File: src/rtl/keycode_history_display.sv
`default_nettype none
// ============================================================================
// Module   : keycode_history_display
// Purpose  : Newest-first keycode history fed by the XT translator handshake,
//            viewed through a scrollable window of active-low 7-segment digits.
// Revision : 1.0  initial release
// ============================================================================
module keycode_history_display #(
    parameter int DEPTH        = 8,
    parameter int DISP_ENTRIES = 3
) (
    input  logic                          clock,
    input  logic                          reset,
    input  logic                          irq,
    input  logic [7:0]                    keycode,
    output logic                          clear_keycode,
    input  logic                          filter_break,
    input  logic                          freeze,
    input  logic                          scroll_up,
    input  logic                          scroll_home,
    input  logic                          clear_history,
    output logic [14*DISP_ENTRIES-1:0]    hex,
    output logic [$clog2(DEPTH+1)-1:0]    entry_count,
    output logic                          overflow
);

    localparam int            CW        = $clog2(DEPTH + 1);
    localparam logic [CW-1:0] c_depth   = CW'(DEPTH);
    localparam logic [CW-1:0] c_disp    = CW'(DISP_ENTRIES);
    localparam logic [0:0]    c_st_idle = 1'b0;
    localparam logic [0:0]    c_st_ack  = 1'b1;

    logic [0:0]    r_state;
    logic [7:0]    r_entries [DEPTH];
    logic [CW-1:0] r_offset;

    logic          w_take;
    logic          w_accept;
    logic [7:0]    w_base [DEPTH];
    logic [7:0]    w_entries_nxt [DEPTH];
    logic [CW-1:0] w_count_base;
    logic [CW-1:0] w_count_nxt;
    logic [CW-1:0] w_offset_base;
    logic [CW-1:0] w_offset_max;
    logic [CW-1:0] w_offset_nxt;
    logic          w_ovf_nxt;
    logic [14*DISP_ENTRIES-1:0] w_hex_nxt;

    function automatic logic [6:0] f_seg(input logic [3:0] n);
        case (n)
            4'h0: f_seg = 7'h40;
            4'h1: f_seg = 7'h79;
            4'h2: f_seg = 7'h24;
            4'h3: f_seg = 7'h30;
            4'h4: f_seg = 7'h19;
            4'h5: f_seg = 7'h12;
            4'h6: f_seg = 7'h02;
            4'h7: f_seg = 7'h58;
            4'h8: f_seg = 7'h00;
            4'h9: f_seg = 7'h10;
            4'hA: f_seg = 7'h08;
            4'hB: f_seg = 7'h03;
            4'hC: f_seg = 7'h46;
            4'hD: f_seg = 7'h21;
            4'hE: f_seg = 7'h06;
            default: f_seg = 7'h0E;
        endcase
    endfunction

    assign w_take   = (r_state == c_st_idle) && irq;
    assign w_accept = w_take && !freeze && !(filter_break && keycode[7]);

    // clear_history is folded in first so a same-cycle accept lands in an empty buffer
    always_comb begin
        for (int i = 0; i < DEPTH; i++) begin
            w_base[i] = clear_history ? 8'h00 : r_entries[i];
        end
        w_count_base  = clear_history ? '0 : entry_count;
        w_offset_base = clear_history ? '0 : r_offset;
        w_offset_max  = (w_count_base > c_disp) ? (w_count_base - c_disp) : '0;

        w_entries_nxt = w_base;
        w_count_nxt   = w_count_base;
        w_ovf_nxt     = clear_history ? 1'b0 : overflow;
        w_offset_nxt  = w_offset_base;

        if (w_accept) begin
            for (int i = 1; i < DEPTH; i++) begin
                w_entries_nxt[i] = w_base[i-1];
            end
            w_entries_nxt[0] = keycode;
            if (w_count_base == c_depth) begin
                w_ovf_nxt = 1'b1;
            end else begin
                w_count_nxt = w_count_base + CW'(1);
            end
            w_offset_nxt = '0;
        end else if (scroll_home) begin
            w_offset_nxt = '0;
        end else if (scroll_up && (w_offset_base < w_offset_max)) begin
            w_offset_nxt = w_offset_base + CW'(1);
        end
    end

    // Display is built from the current registered history, so it trails by one edge
    always_comb begin
        logic [CW:0] v_idx;
        logic [7:0]  v_sel;
        w_hex_nxt = '1;
        v_idx     = '0;
        v_sel     = 8'h00;
        for (int j = 0; j < DISP_ENTRIES; j++) begin
            v_idx = {1'b0, r_offset} + (CW+1)'(j);
            v_sel = 8'h00;
            for (int k = 0; k < DEPTH; k++) begin
                if (v_idx == (CW+1)'(k)) begin
                    v_sel = r_entries[k];
                end
            end
            if (v_idx < {1'b0, entry_count}) begin
                w_hex_nxt[14*j +: 7]     = f_seg(v_sel[3:0]);
                w_hex_nxt[14*j + 7 +: 7] = f_seg(v_sel[7:4]);
            end
        end
    end

    always_ff @(posedge clock) begin
        if (reset) begin
            r_state       <= c_st_idle;
            clear_keycode <= 1'b0;
            for (int i = 0; i < DEPTH; i++) begin
                r_entries[i] <= 8'h00;
            end
            entry_count   <= '0;
            r_offset      <= '0;
            overflow      <= 1'b0;
            hex           <= '1;
        end else begin
            case (r_state)
                c_st_idle: begin
                    if (irq) begin
                        clear_keycode <= 1'b1;
                        r_state       <= c_st_ack;
                    end
                end
                default: begin
                    if (!irq) begin
                        clear_keycode <= 1'b0;
                        r_state       <= c_st_idle;
                    end
                end
            endcase
            r_entries   <= w_entries_nxt;
            entry_count <= w_count_nxt;
            overflow    <= w_ovf_nxt;
            r_offset    <= w_offset_nxt;
            hex         <= w_hex_nxt;
        end
    end

endmodule
`default_nettype wire

File: config.mk
export PLATFORM = sky130hd
export DESIGN_NAME = keycode_history_display
export DESIGN_NICKNAME = d
export VERILOG_FILES = /design/src/rtl/keycode_history_display.sv
export SDC_FILE = /design/constraint.sdc
export NUM_CORES = 1
export LEC_CHECK = 0
export CAP_MARGIN = 20
export CORE_MARGIN = 1.5
export CORE_UTILIZATION = 35
export CTS_BUF_LIST = sky130_fd_sc_hd__clkbuf_16
export DETAILED_ROUTE_END_ITERATION = 10
export PLACE_DENSITY = 0.58
export RECOVER_POWER = 50
export SLEW_MARGIN = 15
export SYNTH_ARGS = -nofsm -noshare
export SYNTH_HDL_FRONTEND = slang
export SYNTH_SLANG_ARGS = --single-unit
File: constraint.sdc
create_clock -name clock -period 4.3 [get_ports clock]
set_clock_uncertainty 0.05 [all_clocks]
set_input_delay 0.43 -clock clock [delete_from_list [all_inputs] [get_ports clock]]
set_output_delay 0.43 -clock clock [all_outputs]
set_load 0.05 [all_outputs]
; Word-level counts from Yosys, hierarchy flattened
; Memory sizes are Yosys's and may differ from the RTL's. A register that Yosys moved wholly into a read port is not among the register bits.
; Index checks and enable logic that the tools add are counted.
[totals]
regBits = 75
romBits = 672
output_inout_bits = 48
elab_cells = 119
n_memories = 6
[memory_table]
columns = memory, depth, word_bits, rd, rd_clocked_by_memory_dff, write_ports, line
row1 = (name not given), 16, 7, 1, 1, 0, 50  ; case (n)
row2 = (name not given), 16, 7, 1, 1, 0, 50
row3 = (name not given), 16, 7, 1, 1, 0, 50
row4 = (name not given), 16, 7, 1, 1, 0, 50
row5 = (name not given), 16, 7, 1, 1, 0, 50
row6 = (name not given), 16, 7, 1, 1, 0, 50
[op_classes]
addsub = 5
n_lt_le_gt_ge = 5
eq_ne = 23
n_mux = 46
bitwise = 4
n_reduce_logical = 17
[op_table]
columns = op, n
row1 = $mux W8, 32
row2 = $mux W64, 1
row3 = $eq A5 B3 Y1 const B, 8
row4 = $mux W4, 6
row5 = $eq A5 B2 Y1 const B, 4
row6 = $eq A4 B3 Y1 const B, 4
row7 = $logic_not A5 Y1, 3
row8 = $eq A5 B1 Y1 const B, 2
row9 = $lt A5 B4 Y1, 2
row10 = $add A4 B1 Y4 const B, 2
row11 = $eq A4 B2 Y1 const B, 2
row12 = $lt A4 B4 Y1, 2
row13 = $mux W1, 7
row14 = $reduce_or A2 Y1, 3
row15 = $add A4 B1 Y5 const B, 1
row16 = $add A4 B2 Y5 const B, 1
row17 = $logic_and A1 B1 Y1, 5
row18 = $eq A4 B1 Y1 const B, 1
row19 = $eq A4 B4 Y1 const B, 1
row20 = $gt A4 B2 Y1 const B, 1
row21 = $not A1 Y1, 4
row22 = $reduce_bool A2 Y1, 2
row23 = $sub A4 B2 Y4 const B, 1
row24 = $reduce_or A3 Y1, 1
row25 = other kinds (3), 4

; Logic depth before layout (Yosys ltp)
; Gate-level depths: netlist of run 1.
[logic_depth]
ltp_word = 10
depth_mapped = 15
mapped_depth_nobuf = 13

; Worst setup path after synthesis of run 1
; OpenSTA, ideal clock, no wires.
[synth_timing]
path_kind = flip-flop to flip-flop
from = register r_offset[0]
to = register hex[22]
setup_time_ns = 0.122
arrival_time_ns = 2.804
required_time_ns = 4.128
slack_ns = 1.324
path_stages_with_launch = 13
n_path_buf = 2
period_less_slack_ns = 2.976
cell_sequence = dfxtp_1 -> inv_1 -> ha_1 -> clkbuf_1 -> buf_1 -> a221oi_1 -> a211o_1 -> o21ai_0 -> a22oi_1 -> inv_1 -> ha_1 -> mux2i_1 -> a221o_1
[synth_via]
elab_chain_len = 10
[synth_rtl]
columns = item, line
row1 = start: declaration, 35  ; logic [CW-1:0] r_offset;
row2 = start signal: assignment, 156  ; r_offset <= w_offset_nxt;
row3 = $add A4 B1 Y5 (*), 113  ; v_idx = {1'b0, r_offset} + (CW+1)'(j);
row4 = $logic_not A5 Y1, 116  ; if (v_idx == (CW+1)'(k)) begin
row5 = $mux W8 (8 in a row), 116
row6 = end: declaration, 22  ; output logic [14*DISP_ENTRIES-1:0] hex,
; Mark *: on every way between the ends. The rest lies on a longest branch, timed or not.
; A chain may end at the register's enable or synchronous reset.

; Worst setup path after layout of run 1
[layout_timing]
from = register r_offset[0]
to = register hex[38]
[layout_via]
elab_chain_len = 10
[layout_rtl]
columns = item, line
row1 = $add A4 B2 Y5 (*), 113
row2 = $logic_not A5 Y1, 116
row3 = $mux W8 (8 in a row), 116
; Marked as above.

==> metrics, run 1 <==
number of vias after detailed routing=7439; unrepaired setup endpoints after global routing=false; number of enable flip-flop cells after synthesis=0; worst reg2reg path startpoint=r_offset[0]; cell area power density=285.4 nW/um2; post-detailed-route via-to-cell ratio=5.498; share of final-layout standard cells stronger than drive strength 1=8.667%; clock tree from TritonCTS=done; total number of H-tree levels=4; overall routing resource usage=20.45%; number of buffer cells added on primary ports=63; area of the multi-input gates=~4900 um2; Seq. cell area=2342 um2; count of TritonRoute iterations in the first routing pass=7; Max FO, Critical Path=13; layout filler cell count=~2300; data arrival time of the critical path=3900 ps; number of top-level design ports=64; summed negative setup slack over all endpoints=0 ps; Final nets=roughly 1100; worst min-delay path class=flop to flop; most common cell after layout, fill and taps aside=sky130_fd_sc_hd__nand2_1; Antenna Diode Count=0; CTS buffer count=17; average cell area after synthesis=7.588 um2; transition time at the pin with the least slew margin=2069 ps; cell at the root of the clock tree=sky130_fd_sc_hd__clkbuf_16; number of gates given a new drive strength after cts=0; Slew Viols, Final=80; top library cells by usage in the layout, fill and taps aside=sky130_fd_sc_hd__nand2_1, sky130_fd_sc_hd__a21oi_1, sky130_fd_sc_hd__dfxtp_1; final setup violation count=0; average wire per standard cell=between 15 and 20 um; worst skew pair latency=~420 ps; portion of the post-synthesis area used by sequential elements=30.23%; post-route minimum period=3674 ps; global-route wire length before repair=36680 um; total core area=between 20000 and 25000 um2; distinct cell type count of the synthesized netlist=84; max capacitance violation total=2; number of buffers and inverters on the critical path=3; Critical Path End Type=flop; remaining global-route overflow=0; run status=finished, violations left; most common flop cell mapped by yosys=sky130_fd_sc_hd__dfxtp_1; effective utilization at floorplan=35.61%; worst reg-to-reg path cell count=12; count of endpoints failing hold in the final timing report=0; post-synthesis register bit count=117; postcts setup bufs=0; period utilization=about 85%; max-slew headroom at the worst pin=-37.93%; WHS Path Cells=2; die footprint=23040 um2; residual DRC count=0; weighted congestion at the end of routability-driven global placement=around 0.93; data required time at the worst endpoint=4530 ps; met3 routed WL=1334 um; DIE HEIGHT=151.8 um; uppermost layer routed=met4; Final HPWL DP=16190 um; failing checks=capacitance limit, slew limit; cells after synthesis=1021; pin count of the biggest net entering global routing=67; async set or reset register ratio after synthesis=0%; type of the worst setup path=flop to flop; Netlist Area Pre-Place=between 7000 and 8000 um2; kind of cell adding the most delay to the critical path=compound AO/OA/AOI/OAI gates; Synth Net Count=1092; antenna violations before repair=0; slowest cell on the critical path=sky130_fd_sc_hd__nor2b_1; number of core rows=54; largest voltage drop on the vdd net=0.2265 mV; clock input transition at the sequential cells of the worst setup and hold paths=60 ps; count of synthesis-stage warnings from yosys=0; detailed-routed wire length on met2=10010 um; TritonCTS Sinks=117; r2r setup slk=630 ps; WL final=22890 um; violation count after the first detailed-route iteration=750; min-delay src=overflow; sort of element at the start of the critical path=flop; leakage power total=2.971 nW; capturing point of the worst reg2reg path=hex[38]; number of buffers on the longest clock path=2; endpoint of the worst hold-timing path=overflow; post-detailed-route count of antenna-violating nets=0; fmax=around 0.27 GHz; delay contributed by the slowest stage of the critical path=640 ps; layout-stage area growth over the synthesis result=18.70%; vias in the first global route=6707; met1 wire length=around 11000 um; critical-path cell list=ha_1 -> buf_4 -> nor2b_1 -> a221oi_1 -> a211oi_1 -> o21ai_0 -> a21oi_1 -> inv_1 -> ha_1 -> inv_1 -> o211ai_1 -> o211ai_1; worst hold margin=roughly 420 ps; # hold bufs at CTS=0; floorplan die width=151.8 um
[cell type report]
cell class	count	area share (%)
timing repair buffer	88	8.857
tap	280	3.810
inverter	58	2.367
multi-input combinational	778	53.27
clock buffer	17	4.626
sequential	117	25.47
clock inverter	15	1.605
[routing by layer]
metal  vias to the layer above  GRT usage [%]
met2                       247          30.72
li1                       3693              -
met5                         -              0
met4                         0          7.837
met1                      3462          28.59
met3                        37          4.132
[flip-flops by register name, summed over array words and instances (netlist names)]
name,flops
clear_keycode,1
entry_count,4
hex,42
overflow,1
r_entries,64
r_offset,4
r_state,1
[synth_stat cells (all sizes together), types with 9 or more instances]
| master | number | area (um2) |
|---|---|---|
| nand2 | 206 | 775.8 |
| a21oi | 133 | 669.4 |
| dfxtp | 117 | 2342 |
| inv | 57 | 214.0 |
| ha | 55 | 688.2 |
| o21ai | 52 | 264.0 |
| nor2 | 43 | 161.4 |
| clkbuf | 38 | 142.6 |
| buf | 30 | 153.9 |
| o211ai | 22 | 165.2 |
| nand2b | 19 | 118.9 |
| o221ai | 19 | 166.4 |
| mux2i | 17 | 170.2 |
| nand3 | 17 | 85.08 |
| nor2b | 12 | 75.07 |
| nand3b | 11 | 82.58 |
| a22oi | 10 | 85.08 |
| o21a | 10 | 75.07 |
| or2 | 10 | 65.06 |
| a221o | 9 | 90.09 |
| a221oi | 9 | 78.83 |
| a31oi | 9 | 56.30 |
| o22ai | 9 | 68.81 |
| or3 | 9 | 56.30 |
[metrics by stage]
step	utilization (%)	std cells	setup WS (ps)	area, um2	power, mW
floorplan	-	1021	1324	7747	1.201
detailed placement	39.66	1321	745.4	8628	1.247
CTS	42.29	1353	731.4	9201	2.659
finish	42.27	1353	625.7	9196	2.625
global placement	39.66	1321	727.6	8628	1.247
global route	42.27	1353	367.2	9196	2.719
[tightest hold or removal path, cell delays in order, from the launching register on]
cell and delay, ps:
sky130_fd_sc_hd__dfxtp_1 320, sky130_fd_sc_hd__a21oi_1 40, sky130_fd_sc_hd__nor2_1 70
[report_power, final]
part           total (mW)  internal (mW)  switching (mW)  leakage (nW)
Sequential           1.10           1.09         0.00673         0.946
Combinational       0.121         0.0401          0.0808          1.74
Clock                1.40          0.892           0.513         0.289
[how the worst max path moves through the flow]
stage	startpoint	end	slack, ps	depth (start not counted)
after floorplan	r_offset[0]	hex[22]	1320	12
after global placement	r_offset[0]	hex[38]	730	12
after detailed placement	r_offset[0]	hex[38]	750	12
after CTS	r_offset[0]	hex[38]	730	12
after global routing	irq	r_entries[50]	370	6
final	r_offset[0]	hex[38]	630	12
[logic make-up after synthesis]
kind of cell	Yosys count	synth area share (%)
DFF	117	30.23
adders and majority gates	55	8.882
and+or+nand+nor	364	21.96
muxes	23	3.068
xor gates and xnor gates	6	0.6783
buffers and inverters	126	6.638
AOI/OAI and AO/OA	330	28.54
Power figures use the tool's default switching activity.
==> run 2: changes to the inputs <==
HOLD_SLACK_MARGIN = 0.1   (was default)
==> results of run 2 <==
Final layout, timing and power as in run 1 (identical DEF).
==> run 3: changes to the inputs <==
CAP_MARGIN = 5   (was 20)
PLACE_DENSITY = default   (was 0.58)
==> metrics, run 3 (same netlist as run 1, synthesis figures left out) <==
dominant cell type by count on the critical path=sky130_fd_sc_hd__inv_1; largest register by flop count=r_entries; Max FO, Critical Path=21 (+8); cell area power density=297.6 nW/um2 (+4.3%); number of buffers on the longest clock path=2 (unchanged); data required time at the worst endpoint=4530 ps (about the same); antenna violations before repair=0 (unchanged); Slew Viols, Final=56 (-30%); cell at the root of the clock tree=sky130_fd_sc_hd__clkbuf_16; number of buffers and inverters on the critical path=3 (unchanged); clock input transition at the sequential cells of the worst setup and hold paths=60 ps (about the same); Final HPWL DP=15810 um (-2.3%); critical-path cell list=inv_1 -> ha_2 -> nor2b_1 -> a221oi_1 -> a211oi_1 -> o21ai_0 -> a21oi_1 -> inv_1 -> ha_1 -> inv_1 -> o211ai_1 -> o211ai_1; weighted congestion at the end of routability-driven global placement=0.9607 (+3.4%); average wire per standard cell=16.90 um (-0.12%); remaining global-route overflow=0 (unchanged); die footprint=23040 um2 (unchanged); WL final=22830 um (-0.27%); number of vias after detailed routing=7466 (+0.36%); post-detailed-route count of antenna-violating nets=0 (unchanged); total number of H-tree levels=4 (unchanged); max reg flops=64 (unchanged); pin count of the biggest net entering global routing=67 (unchanged); Antenna Diode Count=0 (unchanged); unrepaired setup endpoints after global routing=false; violation count after the first detailed-route iteration=677 (-9.7%); met3 Usage GRT=3.982% (-0.15 points); type of the worst setup path=flop to flop; largest voltage drop on the vdd net=0.1960 mV (-13%); global-route layer with the greatest usage=met2; post-route minimum period=3717 ps (+42.70 ps); worst hold margin=416.0 ps (+0.4230 ps); global routing usage on met1=28.97% (+0.39 points); leakage power total=2.981 nW (+0.32%); kind of cell adding the most delay to the critical path=compound AO/OA/AOI/OAI gates; data arrival time of the critical path=3940 ps (+40 ps); # hold bufs at CTS=0 (unchanged); most common cell after layout, fill and taps aside=sky130_fd_sc_hd__nand2_1; worst setup timing slack at the placement stage=685.1 ps (-60.27 ps); effective utilization at floorplan=35.61% (unchanged); largest registers=r_entries (64), hex (42); failing checks=capacitance limit, slew limit; max-slew headroom at the worst pin=-38.60% (-0.67 points); summed negative setup slack over all endpoints=0 ps (unchanged); clock tree from TritonCTS=done; final setup violation count=0 (unchanged); postcts setup bufs=0 (unchanged); worst skew pair latency=420 ps (about the same); slowest cell on the critical path=sky130_fd_sc_hd__nor2b_1; post-detailed-route via-to-cell ratio=5.526 (+0.51%); worst min-delay path class=flop to flop; floorplan die width=151.8 um (unchanged); total core area=21760 um2 (unchanged); overall routing resource usage=20.40% (-0.051 points); Final nets=1129 (-0.18%); top library cells by usage in the layout, fill and taps aside=sky130_fd_sc_hd__nand2_1, sky130_fd_sc_hd__a21oi_1, sky130_fd_sc_hd__dfxtp_1; CTS buffer count=17 (unchanged); number of gates given a new drive strength after cts=0 (unchanged); fmax=0.2690 GHz (-1.1%); count of TritonRoute iterations in the first routing pass=7 (unchanged); layout filler cell count=2257 (-0.66%); count of endpoints failing hold in the final timing report=0 (unchanged); run status=finished, violations left; delay contributed by the slowest stage of the critical path=640 ps (about the same); number of core rows=54 (unchanged); global-route wire length before repair=36710 um (about the same); number of top-level design ports=64 (unchanged); share of final-layout standard cells stronger than drive strength 1=9.150% (+0.48 points); GRT met2 Usage=30.81% (+0.090 points); DIE HEIGHT=151.8 um (unchanged); layout-stage area growth over the synthesis result=19.25%; TritonCTS Sinks=117 (unchanged); period utilization=86.44% (+0.99 points); Critical Path End Type=flop; vias in the first global route=6586 (-1.8%); sort of element at the start of the critical path=flop; max capacitance violation total=1 (-1); residual DRC count=0 (unchanged); number of buffer cells added on primary ports=63 (unchanged); transition time at the pin with the least slew margin=2079 ps (+10.01 ps); final worst setup slack=583.0 ps (-42.70 ps)
==> run 3: stage by stage <==
stage / total power, mW / cells / cell area, um2 / utilization [%]
finish: 2.750 / 1351 / 9239 / 42.47
global route: 2.834 / 1351 / 9239 / 42.47
CTS: 2.777 / 1351 / 9240 / 42.47
detailed placement: 1.248 / 1319 / 8613 / 39.59
floorplan: 1.201 / 1021 / 7747 / -
global placement: 1.248 / 1319 / 8613 / 39.59
==> run 3: per-layer routing <==
| metal | vias up | wire length [um] |
|---|---|---|
| met2 | 265 | 10260 |
| met4 | 0 | 406 |
| met1 | 3489 | 10670 |
| li1 | 3681 | - |
| met5 | - | 0 |
| met3 | 31 | 1490 |
==> run 3: final cells by class <==
class | instances | area, um2 | share of cell area, %
multi-input combinational | 778 | 4898 | 53.02
timing repair buffer | 86 | 803.3 | 8.694
clock inverter | 15 | 201.4 | 2.180
tap | 280 | 350.3 | 3.792
sequential | 117 | 2342 | 25.35
clock buffer | 17 | 425.4 | 4.605
inverter | 58 | 217.7 | 2.356
==> run 3: tightest hold or removal path, stage by stage (launching register included) <==
cell,delay (ps)
sky130_fd_sc_hd__dfxtp_1,320
sky130_fd_sc_hd__nand2_1,50
sky130_fd_sc_hd__a21oi_1,50
==> run 3: power by group <==
| part | switching, mW | leakage [nW] | total (mW) | internal (mW) |
|---|---|---|---|---|
| Clock | 0.556 | 0.302 | 1.53 | 0.972 |
| Sequential | 0.00663 | 0.946 | 1.10 | 1.09 |
| Combinational | 0.0813 | 1.73 | 0.122 | 0.0408 |
| Total | 0.644 | 2.98 | 2.75 | 2.11 |
==> run 3: worst paths after layout <==
kind | slack (ps) | endpoint | startpoint | depth (start not counted)
worst max-delay path | 580 | hex[38] | r_offset[0] | 12
worst min-delay path | 420 | r_entries[12] | r_entries[20] | 2
worst max register to register | 580 | hex[38] | r_offset[0] | 12
worst min register to register | 420 | r_entries[12] | r_entries[20] | 2
